### src/rtl/prio_scan_encoder.sv
// prio_scan_encoder: latches a request vector and emits the index of every set bit, one beat each, in priority order.
module prio_scan_encoder #(
    parameter int WIDTH     = 16,
    parameter int IDXW      = $clog2(WIDTH),
    parameter int LOW_FIRST = 0
) (
    input  logic              clk,
    input  logic              rst_n,
    input  logic              flush,
    input  logic              in_valid,
    output logic              in_ready,
    input  logic [WIDTH-1:0]  in_vec,
    output logic              out_valid,
    input  logic              out_ready,
    output logic [IDXW-1:0]   out_idx,
    output logic              out_last,
    output logic              out_none,
    output logic [IDXW:0]     out_count
);
    typedef enum logic {IDLE, SCAN} state_t;

    state_t            state;
    logic [WIDTH-1:0]  mask;
    logic [IDXW:0]     count;
    logic              none;
    logic [IDXW-1:0]   pick;
    logic [IDXW:0]     pop;
    logic              one_hot;
    logic              scan;
    logic              accept;
    logic              beat;

    // Later iterations overwrite earlier ones, so the last set bit visited wins.
    always_comb begin
        pick = '0;
        pop  = '0;
        for (int i = 0; i < WIDTH; i++) begin
            if (LOW_FIRST != 0)
                pick = mask[WIDTH-1-i] ? IDXW'(WIDTH-1-i) : pick;
            else
                pick = mask[i] ? IDXW'(i) : pick;
            pop = pop + (IDXW+1)'(in_vec[i]);
        end
    end

    assign one_hot   = (mask != '0) && ((mask & (mask - WIDTH'(1))) == '0);
    assign scan      = rst_n && (state == SCAN);
    assign out_valid = scan;
    assign out_idx   = (scan && !none) ? pick : '0;
    assign out_last  = scan && (one_hot || none);
    assign out_none  = scan && none;
    assign out_count = scan ? count : '0;
    assign beat      = out_valid && out_ready;
    assign in_ready  = rst_n && !flush && (state == IDLE || (beat && out_last));
    assign accept    = in_valid && in_ready;

    always_ff @(posedge clk) begin
        if (!rst_n || flush) begin
            state <= IDLE;
            mask  <= '0;
            count <= '0;
            none  <= 1'b0;
        end else if (accept) begin
            state <= SCAN;
            mask  <= in_vec;
            count <= pop;
            none  <= (in_vec == '0);
        end else if (beat) begin
            mask  <= mask & ~(WIDTH'(1) << pick);
            state <= out_last ? IDLE : SCAN;
            none  <= out_last ? 1'b0 : none;
        end
    end
endmodule

### config.mk
export PLATFORM = sky130hd
export DESIGN_NAME = prio_scan_encoder
export DESIGN_NICKNAME = d
export VERILOG_FILES = /design/src/rtl/prio_scan_encoder.sv
export SDC_FILE = /design/constraint.sdc
export NUM_CORES = 1
export LEC_CHECK = 0
export BUFFER_PORTS_ARGS = -buffer_cell sky130_fd_sc_hd__buf_2
export CORE_ASPECT_RATIO = 0.9
export CORE_MARGIN = 2
export CORE_UTILIZATION = 25
export CTS_CLUSTER_DIAMETER = 80
export DETAILED_ROUTE_END_ITERATION = 6
export GPL_TIMING_DRIVEN = 0
export PLACE_DENSITY_LB_ADDON = 0.12
export SETUP_SLACK_MARGIN = 0.02
export SLEW_MARGIN = 25
export SYNTH_ARGS = -nofsm -noshare
export SYNTH_HDL_FRONTEND = slang
export SYNTH_SLANG_ARGS = --single-unit
### constraint.sdc
create_clock -name clk -period 3.8 [get_ports clk]
set_input_delay 0 -clock clk [delete_from_list [all_inputs] [get_ports clk]]
set_output_delay 0 -clock clk [all_outputs]
set_load 0.02 [all_outputs]
==> results of run 1 <==
-- how the worst max path moves through the flow --
stage | start | end | slack (ns) | depth (start not counted)
5_1_grt | in_vec[1] | count[2]$_SDFFE_PP0P_ | 0.1 | 14
6_report | in_vec[1] | count[2]$_SDFFE_PP0P_ | 0.28 | 14
4_1_cts | in_vec[9] | count[2]$_SDFFE_PP0P_ | 0.36 | 14
3_3_place_gp | in_vec[0] | count[2]$_SDFFE_PP0P_ | 0.53 | 13
2_1_floorplan | in_vec[0] | count[2]$_SDFFE_PP0P_ | 0.79 | 12
3_5_place_dp | in_vec[0] | count[2]$_SDFFE_PP0P_ | 0.51 | 13
-- metrics by stage --
stage               worst slack (ns)  hold slack [ns]    util  power, mW  cell area [sq um]
finish                        0.2803          0.01197  0.3147     0.7768               2250
global route                 0.09679         0.002506  0.3147     0.8531               2250
floorplan                     0.7927           0.1207       -     0.5247               1869
CTS                           0.3594         0.002876  0.3119     0.7886               2230
detailed placement            0.5133           0.2604  0.3009     0.6211               2151
global placement              0.5298           0.2597  0.3009     0.6226               2151
-- registers in the layout, indices dropped and copies added (netlist names) --
register	flops
count	5
state	1
mask	16
none	1
-- layout by cell type (no fill, tap or decap), types with 3 or more instances in the layout --
cell type      netlist  layout
buf_6                3       3
o211ai_1             4       4
mux2i_1             10      10
or4_1                3       3
buf_2                0      33
o311ai_0             3       3
ha_1                 6       6
nor4_1               6       6
and3_1               8       8
fa_1                10      10
clkbuf_8             0       3
a21oi_1             10      10
nand2_1             13      13
o21ai_0              3       3
dfxtp_1             23      23
clkbuf_1             8       8
inv_1               27      27
mux2_2               7       7
nor2_1              14      14
nand3_1              8       8
dlygate4sd3_1        0       5
a211oi_1             5       5
nor3_1               7       7
o31ai_1              3       3
-- layout make-up --
| type | instances | area, sq um |
|---|---|---|
| clock buffers | 3 | 41.29 |
| inverters | 27 | 101.3 |
| flip-flops and latches | 23 | 460.4 |
| clock inverters | 1 | 7.507 |
| plain buffers | 11 | 63.81 |
| fillers | 782 | 4898 |
| repair buffers | 38 | 215.2 |
| multi-input cells | 156 | 1244 |
| well taps | 93 | 116.4 |
-- worst register-to-register path, cell delays in order (launching register included) --
cell	delay [ns]
dfxtp_1	0.32
clkbuf_1	0.20
or4_4	0.58
nor4_4	0.26
nand2_1	0.08
a21o_1	0.22
o31a_1	0.31
or3_1	0.33
buf_6	0.16
buf_6	0.16
mux2_4	0.29
-- kinds of logic after synthesis --
group                    count (synthesis)  share of synthesized area
AND/OR/NAND/NOR                         70                     0.2048
AO/OA/AOI/OAI                           49                     0.1948
buffers and inverters                   38                    0.08835
flip-flops                              23                     0.2463
multiplexers                            18                     0.1038
adder cells (fa/ha/maj)                 17                     0.1526
XOR/XNOR                                 2                   0.009373
-- power breakdown --
part	switching [mW]	internal [mW]
Combinational	0.191	0.158
Clock	0.0861	0.0743
Sequential	0.0125	0.255
-- layer usage --
metal  share of wire  global-route usage
met1            0.55              0.2155
met2            0.42              0.2049
met3           0.025             0.01582
met4          0.0056             0.02767
met5               0                   0
-- what timing repair did --
item                                   4_1_cts  5_1_grt
setup endpoints to repair                    0        0
buffers inserted                             0        0
hold buffers                                 3        2
endpoints found under the hold margin        3        2
gates resized for setup                      0        0
==> out/qor.csv, run 1 <==
metric;value;unit
avgSynthCellArea;8.614;sq um
reg2reg_setup_slack;0.79;ns
hold_viol;0;
cts_tree;done;
port_buffers;33;
synth_cell_types;48;
gr-total-overflow;0;
crit_family;adder cells;
rsz0062_at_grt;no;
hpwl;4464;um
holdPathStages;2;
drt_first_pass_iters;4;
ys.flop_type;dfxtp_1;
cp_max_fo;3;
drive_above_1_share;0.2085;
fp.dieArea;8186;sq um
diodes;0;
reg2reg_depth;10;
ant_nets;0;
synth.area.top_cells;dfxtp_1, fa_1, inv_1;
worst_setup_path_start_kind;primary input;
powerDensity;345.3;nW/um^2
worst_pin_slew;0.7158;ns
synth_edf_count;0;
vias_per_cell;4.898;
cap_violations;0;
nets;297;
rows;29;
via_count;1724;
max_freq;284.1;MHz
htree_levels;1;
cts_buffer_depth;2;
yosys.area.top_type;dfxtp_1;
crit_required;4.01;ns
grt_pass1_wl;8735;um
hp-start;in_vec[15];
crit_buf_inv;5;
core_area;7148;sq um
path_class;primary input to flip-flop;
start_util;0.2615;
die_h;86.04;um
drtIter0Drc;94;
syn_area;1869;sq um
yosys_warnings;0;
dieWidth;95.15;um
p_leak;1.032;nW
placed_cells;343;
insertion_delay;0.27;ns
setup_tns;0;ns
clk_pin_slew;0.09;ns
final_cells;352;
grt_pass1_vias;1652;
drt-total-wl;5367;um
timing.rr.end;mask[9]$_SDFFE_PP0P_;
rr_startpoint;mask[6]$_SDFFE_PP0P_;
area.growth.synth_to_final;20.35;%
min_path_type;primary input to flip-flop;
period_share;0.9262;
worst_ep_arrival_time;3.73;ns
wire_per_inst;15.25;um
cts-root-buf;clkbuf_8;
skew;0.002075;ns
grt_usage;0.1387;
synth.net_count;254;
antenna_found_initial;0;
synth.most_common_cell;inv_1;
ys_seq_area_frac;0.2463;
crit_top_cell;fa_1;
slew_headroom;0.5199;
synth-async-reset-ratio;0;
place.gp.congestion;0.7691;
pin_count;34;
numClockSinks;23;
period_needed;3.520;ns
yosys-top-cells-count;inv_1, dfxtp_1, nor2_1;
status;completed;
vdd_ir_drop_max;0.0002897;V
cp_slowest_cell;dlygate4sd3_1;
slew_violations;0;
drc;0;
grt_start_max_net_pins;15;
ys_seq_elements;23;
syn_inst;217;
worst_hold_path.endpoint;mask[15]$_SDFFE_PP0P_;
slowest_delay;0.53;ns
yosysTopAreaCellShare;0.2463;
setup_viol_count_final;0;
critPathCaptureType;flip-flop;
path_cells;dlygate4sd3_1 > buf_2 > fa_1 > inv_1 > fa_1 > fa_1 > fa_1 > inv_1 > ha_1 > inv_1 > fa_1 > xnor2_1 > mux2i_1 > nor2_1;
cts_made_buffers;3;
(Power assumes the default switching activity.)
==> inputs of run 2 (changes only) <==
CTS_BUF_LIST = sky130_fd_sc_hd__clkbuf_4   (was default)
==> run 2 against run 1 <==
Net effect: hold slack gained 0.064 ns; final area grew 4.5%; combinational power grew 3%; clock power shrank 23%; power shrank 3.5%; register-to-register slack is essentially flat; critical path depth is the same; non-clock buffer count grew 12; global-route usage grew 0.20 points; flip-flop and latch count is the same; die area is the same; critical endpoint unchanged.
==> out/qor.csv, run 2 (synthesized netlist as in run 1, its figures left out) <==
metric;value;unit
swShare;0.3857;
slew_violations;0;
grt_start_max_net_pins;15;
rr_startpoint;mask[10]$_SDFFE_PP0P_;
cts_made_buffers;3;
worstSetupStartpoint;in_vec[0];
max_freq;287.8;MHz
cts_buffer_depth;2;
seqPwrFrac;0.357;
period_share;0.9143;
setup_viol_count_final;0;
place_ws;0.5133;ns
ctsHoldBuffers;17;
start_util;0.2615;
vdd_ir_drop_max;0.0002787;V
dieWidth;95.15;um
min_path_type;primary input to flip-flop;
final_cell_mix;buf_2, inv_1, dfxtp_1, dlygate4sd3_1, nor2_1;
hpwl;4464;um
nets;309;
fp.dieArea;8186;sq um
insertion_delay;0.32;ns
antenna_found_initial;0;
p_sw;0.2892;mW
reg2reg_depth;9;
rows;29;
core_area;7148;sq um
largest_registers;mask (16), count (5);
grt_pass1_vias;1703;
grt_usage;0.1407;
power.internal;0.4606;mW
vias_per_cell;4.849;
setup_ws;0.3255;ns
postCtsSetupBuffers;0;
die_h;86.04;um
worst_setup_path_start_kind;primary input;
status;completed;
clk_pin_slew;0.15;ns
largest-register;mask;
final_cells;364;
reg2reg_setup_slack;0.80;ns
gr-total-overflow;0;
cts_tree;done;
wire_per_inst;14.99;um
cp_max_fo;2;
ant_nets;0;
largest_reg_flops;16;
p_comb_frac;0.477;
drive_above_1_share;0.1993;
cap_violations;0;
worst_pin_slew;0.7129;ns
rsz0062_at_grt;no;
placed_cells;343;
diodes;0;
ctsResizeCount;0;
crit_required;4.07;ns
cts-root-buf;clkbuf_4;
timing.rr.end;mask[9]$_SDFFE_PP0P_;
layout_commonest_cell;buf_2;
pin_count;34;
setup_tns;0;ns
port_buffers;33;
period_needed;3.475;ns
htree_levels;1;
drt-total-wl;5457;um
clkPwrFrac;0.166;
place.gp.congestion;0.7691;
grt_pass1_wl;8880;um
critPathCaptureType;flip-flop;
skew;0.007805;ns
hold_viol;0;
holdWs;0.07627;ns
p_leak;1.074;nW
via_count;1765;
numClockSinks;23;
drt_first_pass_iters;4;
path_class;primary input to flip-flop;
worst_ep_arrival_time;3.75;ns
slew_headroom;0.5219;
drc;0;
area.growth.synth_to_final;25.77;%
drtIter0Drc;106;
powerDensity;318.9;nW/um^2
cp-endpoint;count[2]$_SDFFE_PP0P_;
-- run 2: changes by cell type in the layout (fill, tap and decap cells not counted) --
cell and delta:
clkbuf_4 +3, dlygate4sd3_1 +12, clkbuf_8 -3
-- run 2: area by class of cell --
cell class | instances | area (sq um)
buffer | 11 | 63.81
clock buffer | 3 | 22.52
clock inverter | 1 | 7.507
fill | 778 | 4797
inverter | 27 | 101.3
multi-input combinational | 156 | 1244
sequential | 23 | 460.4
tap | 93 | 116.4
timing repair buffer | 50 | 335.3
-- run 2: worst min-delay path by stage --
stage                        start                  to  cells after the start
after CTS                    flush   none$_SDFFE_PP0P_                      5
final                        flush   none$_SDFFE_PP0P_                      5
after global placement    in_valid  state$_SDFFE_PP0P_                      3
after detailed placement  in_valid  state$_SDFFE_PP0P_                      3
after floorplan           in_valid  state$_SDFFE_PP0P_                      2
after global routing         flush   none$_SDFFE_PP0P_                      5
-- run 2: layer usage --
layer | vias up | GRT usage | wire length [um]
met5 | - | 0 | 0
met3 | 0 | 0.01582 | 103
met4 | 0 | 0.02372 | 0
met2 | 32 | 0.2138 | 2381
li1 | 895 | - | -
met1 | 838 | 0.2155 | 2973
-- run 2: metrics by stage --
| step | util | area, sq um | total power, mW |
|---|---|---|---|
| global route | 0.3289 | 2351 | 0.8229 |
| detailed placement | 0.3009 | 2151 | 0.6211 |
| CTS | 0.3289 | 2351 | 0.7615 |
| floorplan | - | 1869 | 0.5247 |
| global placement | 0.3009 | 2151 | 0.6226 |
| finish | 0.3289 | 2351 | 0.7498 |
-- run 2: power groups by stage --
stage	Clock (mW)	Combinational, mW	Sequential [mW]
3_3_place_gp	0	0.350	0.273
6_report	0.124	0.358	0.268
2_1_floorplan	0	0.256	0.269
3_5_place_dp	0	0.348	0.273
5_1_grt	0.141	0.412	0.270
4_1_cts	0.132	0.362	0.268
-- run 2: critical path, cell delays in order --
cell           delay [ns]
dlygate4sd3_1        0.52
buf_2                0.14
fa_1                 0.52
inv_1                0.06
fa_1                 0.47
fa_1                 0.53
fa_1                 0.40
inv_1                0.06
ha_1                 0.16
inv_1                0.06
fa_1                 0.39
xnor2_1              0.21
mux2i_1              0.10
nor2_1               0.11
==> inputs of run 3 (changes only) <==
--- a/config.mk
+++ b/config.mk
@@ -6,4 +6,5 @@
 export NUM_CORES = 1
 export LEC_CHECK = 0
+export ABC_AREA = 1
 export BUFFER_PORTS_ARGS = -buffer_cell sky130_fd_sc_hd__buf_2
 export CORE_ASPECT_RATIO = 0.9
==> constraint.sdc (replaced) <==
create_clock -name clk -period 3.8 [get_ports clk]
set_input_delay 0 -clock clk [delete_from_list [all_inputs] [get_ports clk]]
set_output_delay 0 -clock clk [all_outputs]
set_load 0.005 [all_outputs]
==> run 3 against run 2 <==
Net effect: the run now ends with hold timing left; area after synthesis is 5.6% higher; maximum frequency is 2.0% lower; cell count is 24% higher; final area is 1.4% higher; non-clock buffer count is 13 lower; hold slack worse by 0.084 ns; via count is 12% higher; sequential power is 4% lower; register-to-register slack better by 0.80 ns; core utilization is 1.5 points lower.
==> out/qor.csv, run 3 <==
metric;value;unit
ys.flop_type;dfxtp_1;
yosys.area.top_type;dfxtp_1;
grt_pass1_vias;2032;
synth.most_common_cell;nand2_1;
cts-root-buf;clkbuf_4;
slew_violations;0;
holdWs;-0.007760;ns
diodes;0;
drtIter0Drc;58;
worst_setup_path_start_kind;primary input;
worst_ep_arrival_time;3.81;ns
hp-start;in_vec[5];
rsz0062_at_grt;no;
synth_top_family_by_area;simple AND/OR/NAND/NOR gates;
fillers;900;
nets;393;
synth-async-reset-ratio;0;
setup_viol_count_final;0;
timing.rr.end;mask[13]$_SDFFE_PP0P_;
antenna_found_initial;0;
yosys_warnings;0;
crit_family;adder cells;
worst_hold_path.endpoint;mask[5]$_SDFFE_PP0P_;
worst_pin_slew;0.6130;ns
synth-xor-area-share;0.008878;
ant_nets;0;
largest-register;mask;
slowest_delay;0.54;ns
vdd_ir_drop_max;0.0001645;V
hold_viol;1;
core_area;7582;sq um
synth_cell_types;26;
fp.dieArea;8620;sq um
layout_commonest_cell;nand2_1;
slew_headroom;0.5914;
largest_reg_flops;16;
cap_violations;0;
drc;0;
grt_usage;0.1458;
insertion_delay;0.32;ns
place.gp.congestion;0.8676;
setup_tns;0;ns
crit_buf_inv;5;
via_count;1981;
crit_required;4.06;ns
postCtsSetupBuffers;0;
drt_first_pass_iters;4;
avgSynthCellArea;6.386;sq um
synth_mux_area_frac;0;
area.growth.synth_to_final;20.80;%
vias_per_cell;4.392;
cts_made_buffers;3;
rows;30;
p_leak;1.211;nW
reg2reg_setup_slack;1.60;ns
gr-total-overflow;0;
min_path_type;primary input to flip-flop;
hpwl;4845;um
period_needed;3.547;ns
rr_startpoint;state$_SDFFE_PP0P_;
ys_seq_elements;23;
syn_area;1973;sq um
dieWidth;97.65;um
ys_seq_area_frac;0.2334;
place_ws;0.3554;ns
wire_per_inst;12.92;um
numClockSinks;23;
crit_top_cell;fa_1;
cts_tree;done;
path_class;primary input to flip-flop;
final_cell_mix;nand2_1, inv_1, nor2_1, buf_2, dfxtp_1;
powerDensity;297.0;nW/um^2
cts_buffer_depth;2;
reg2reg_depth;14;
max_freq;282.0;MHz
holdPathStages;3;
period_share;0.9333;
yosysTopAreaCellShare;0.2334;
skew;0.003444;ns
critPathCaptureType;flip-flop;
path_cells;dlygate4sd3_1 > buf_2 > fa_1 > inv_1 > fa_1 > fa_1 > fa_1 > inv_1 > ha_1 > inv_1 > fa_1 > xnor2_1 > nand2_1 > a21oi_1;
syn_inst;309;
htree_levels;1;
grt_pass1_wl;9860;um
largest_registers;mask (16), count (5);
die_h;88.28;um
status;finished, violations left;
synthSimpleGateAreaFrac;0.3595;
synth-adder-area-share;0.1395;
synth-compound-area-share;0.1141;
drt-total-wl;5825;um
setup_ws;0.2534;ns
port_buffers;32;
drive_above_1_share;0.1803;
synth_edf_count;0;
synth.net_count;346;
cp_max_fo;3;
violations;hold timing;
yosys-top-cells-count;nand2_1, inv_1, nor2_1;
clk_pin_slew;0.14;ns
pin_count;34;
synth.area.top_cells;dfxtp_1, nand2_1, inv_1;
start_util;0.2602;
cp_slowest_cell;dlygate4sd3_1;
grt_start_max_net_pins;13;
run 3: cell types whose count changed in the layout (fill, tap and decap cells not counted), sizes merged, moves of 9 or more:
cell	before	now
nand2	13	84
mux2i	10	0
o21ai	3	15
nand4	1	14
a21oi	10	19
nor2	14	41
inv	27	64
run 3: power by group:
group	internal, mW	switching [mW]	total, mW
Clock	0.0482	0.0804	0.129
Sequential	0.250	0.00745	0.258
Combinational	0.134	0.187	0.322
Total	0.433	0.275	0.708
run 3: area by class of cell:
cell class	count	area, sq um	area share
inverter	64	240.2	0.1008
tap	96	120.1	0.05039
sequential	23	460.4	0.1932
timing repair buffer	42	260.3	0.1092
clock buffer	4	30.03	0.01260
multi-input combinational	216	1227	0.5150
buffer	6	45.04	0.01890
run 3: worst max path at each step:
stage	from	to	slack (ns)	cells after the start
6_report	in_vec[0]	count[2]$_SDFFE_PP0P_	0.25	14
5_1_grt	in_vec[0]	count[2]$_SDFFE_PP0P_	0.05	14
3_3_place_gp	in_vec[0]	count[4]$_SDFFE_PP0P_	0.36	13
4_1_cts	in_vec[0]	count[4]$_SDFFE_PP0P_	0.14	14
3_5_place_dp	in_vec[0]	count[4]$_SDFFE_PP0P_	0.36	13
2_1_floorplan	in_vec[0]	count[4]$_SDFFE_PP0P_	0.84	12
run 3: worst min-delay path, delay by kind of cell:
kind,cells,cell delay (ns)
buf+inv,2,0.15
compound gates,1,0.13
run 3: per-stage QoR:
step	instances	hold WS, ns	util	power, mW	area, sq um
3_3_place_gp	437	0.2976	0.2972	0.5833	2253
4_1_cts	451	0.009465	0.3144	0.7216	2384
5_1_grt	451	0.03549	0.3144	0.7870	2384
6_report	451	-0.007760	0.3144	0.7079	2384
2_1_floorplan	309	0.1349	-	0.4967	1973
3_5_place_dp	437	0.2957	0.2972	0.5826	2253
run 3: cells by family (layout without fill, tap and decap cells):
group	Yosys count	after routing
AND/OR/NAND/NOR	160	160
buffers and inverters	70	116
AO/OA/AOI/OAI	38	38
flip-flops	23	23
adder cells (fa/ha/maj)	16	16
XOR/XNOR	2	2
run 3: per-layer routing:
metal	wire (um)	part of all wire	global-route usage	up-vias
li1	-	-	-	1055
met1	2951	0.51	0.2008	893
met2	2689	0.46	0.2483	31
met3	143	0.025	0.01896	2
met4	40	0.0069	0.03157	0
met5	0	0	0	-
run 3: timing repair:
item | 4_1_cts | 5_1_grt
endpoints found under the hold margin | 10 | 0
setup endpoints to repair | 0 | 1
hold buffers | 10 | 0
resized for setup | 0 | 1
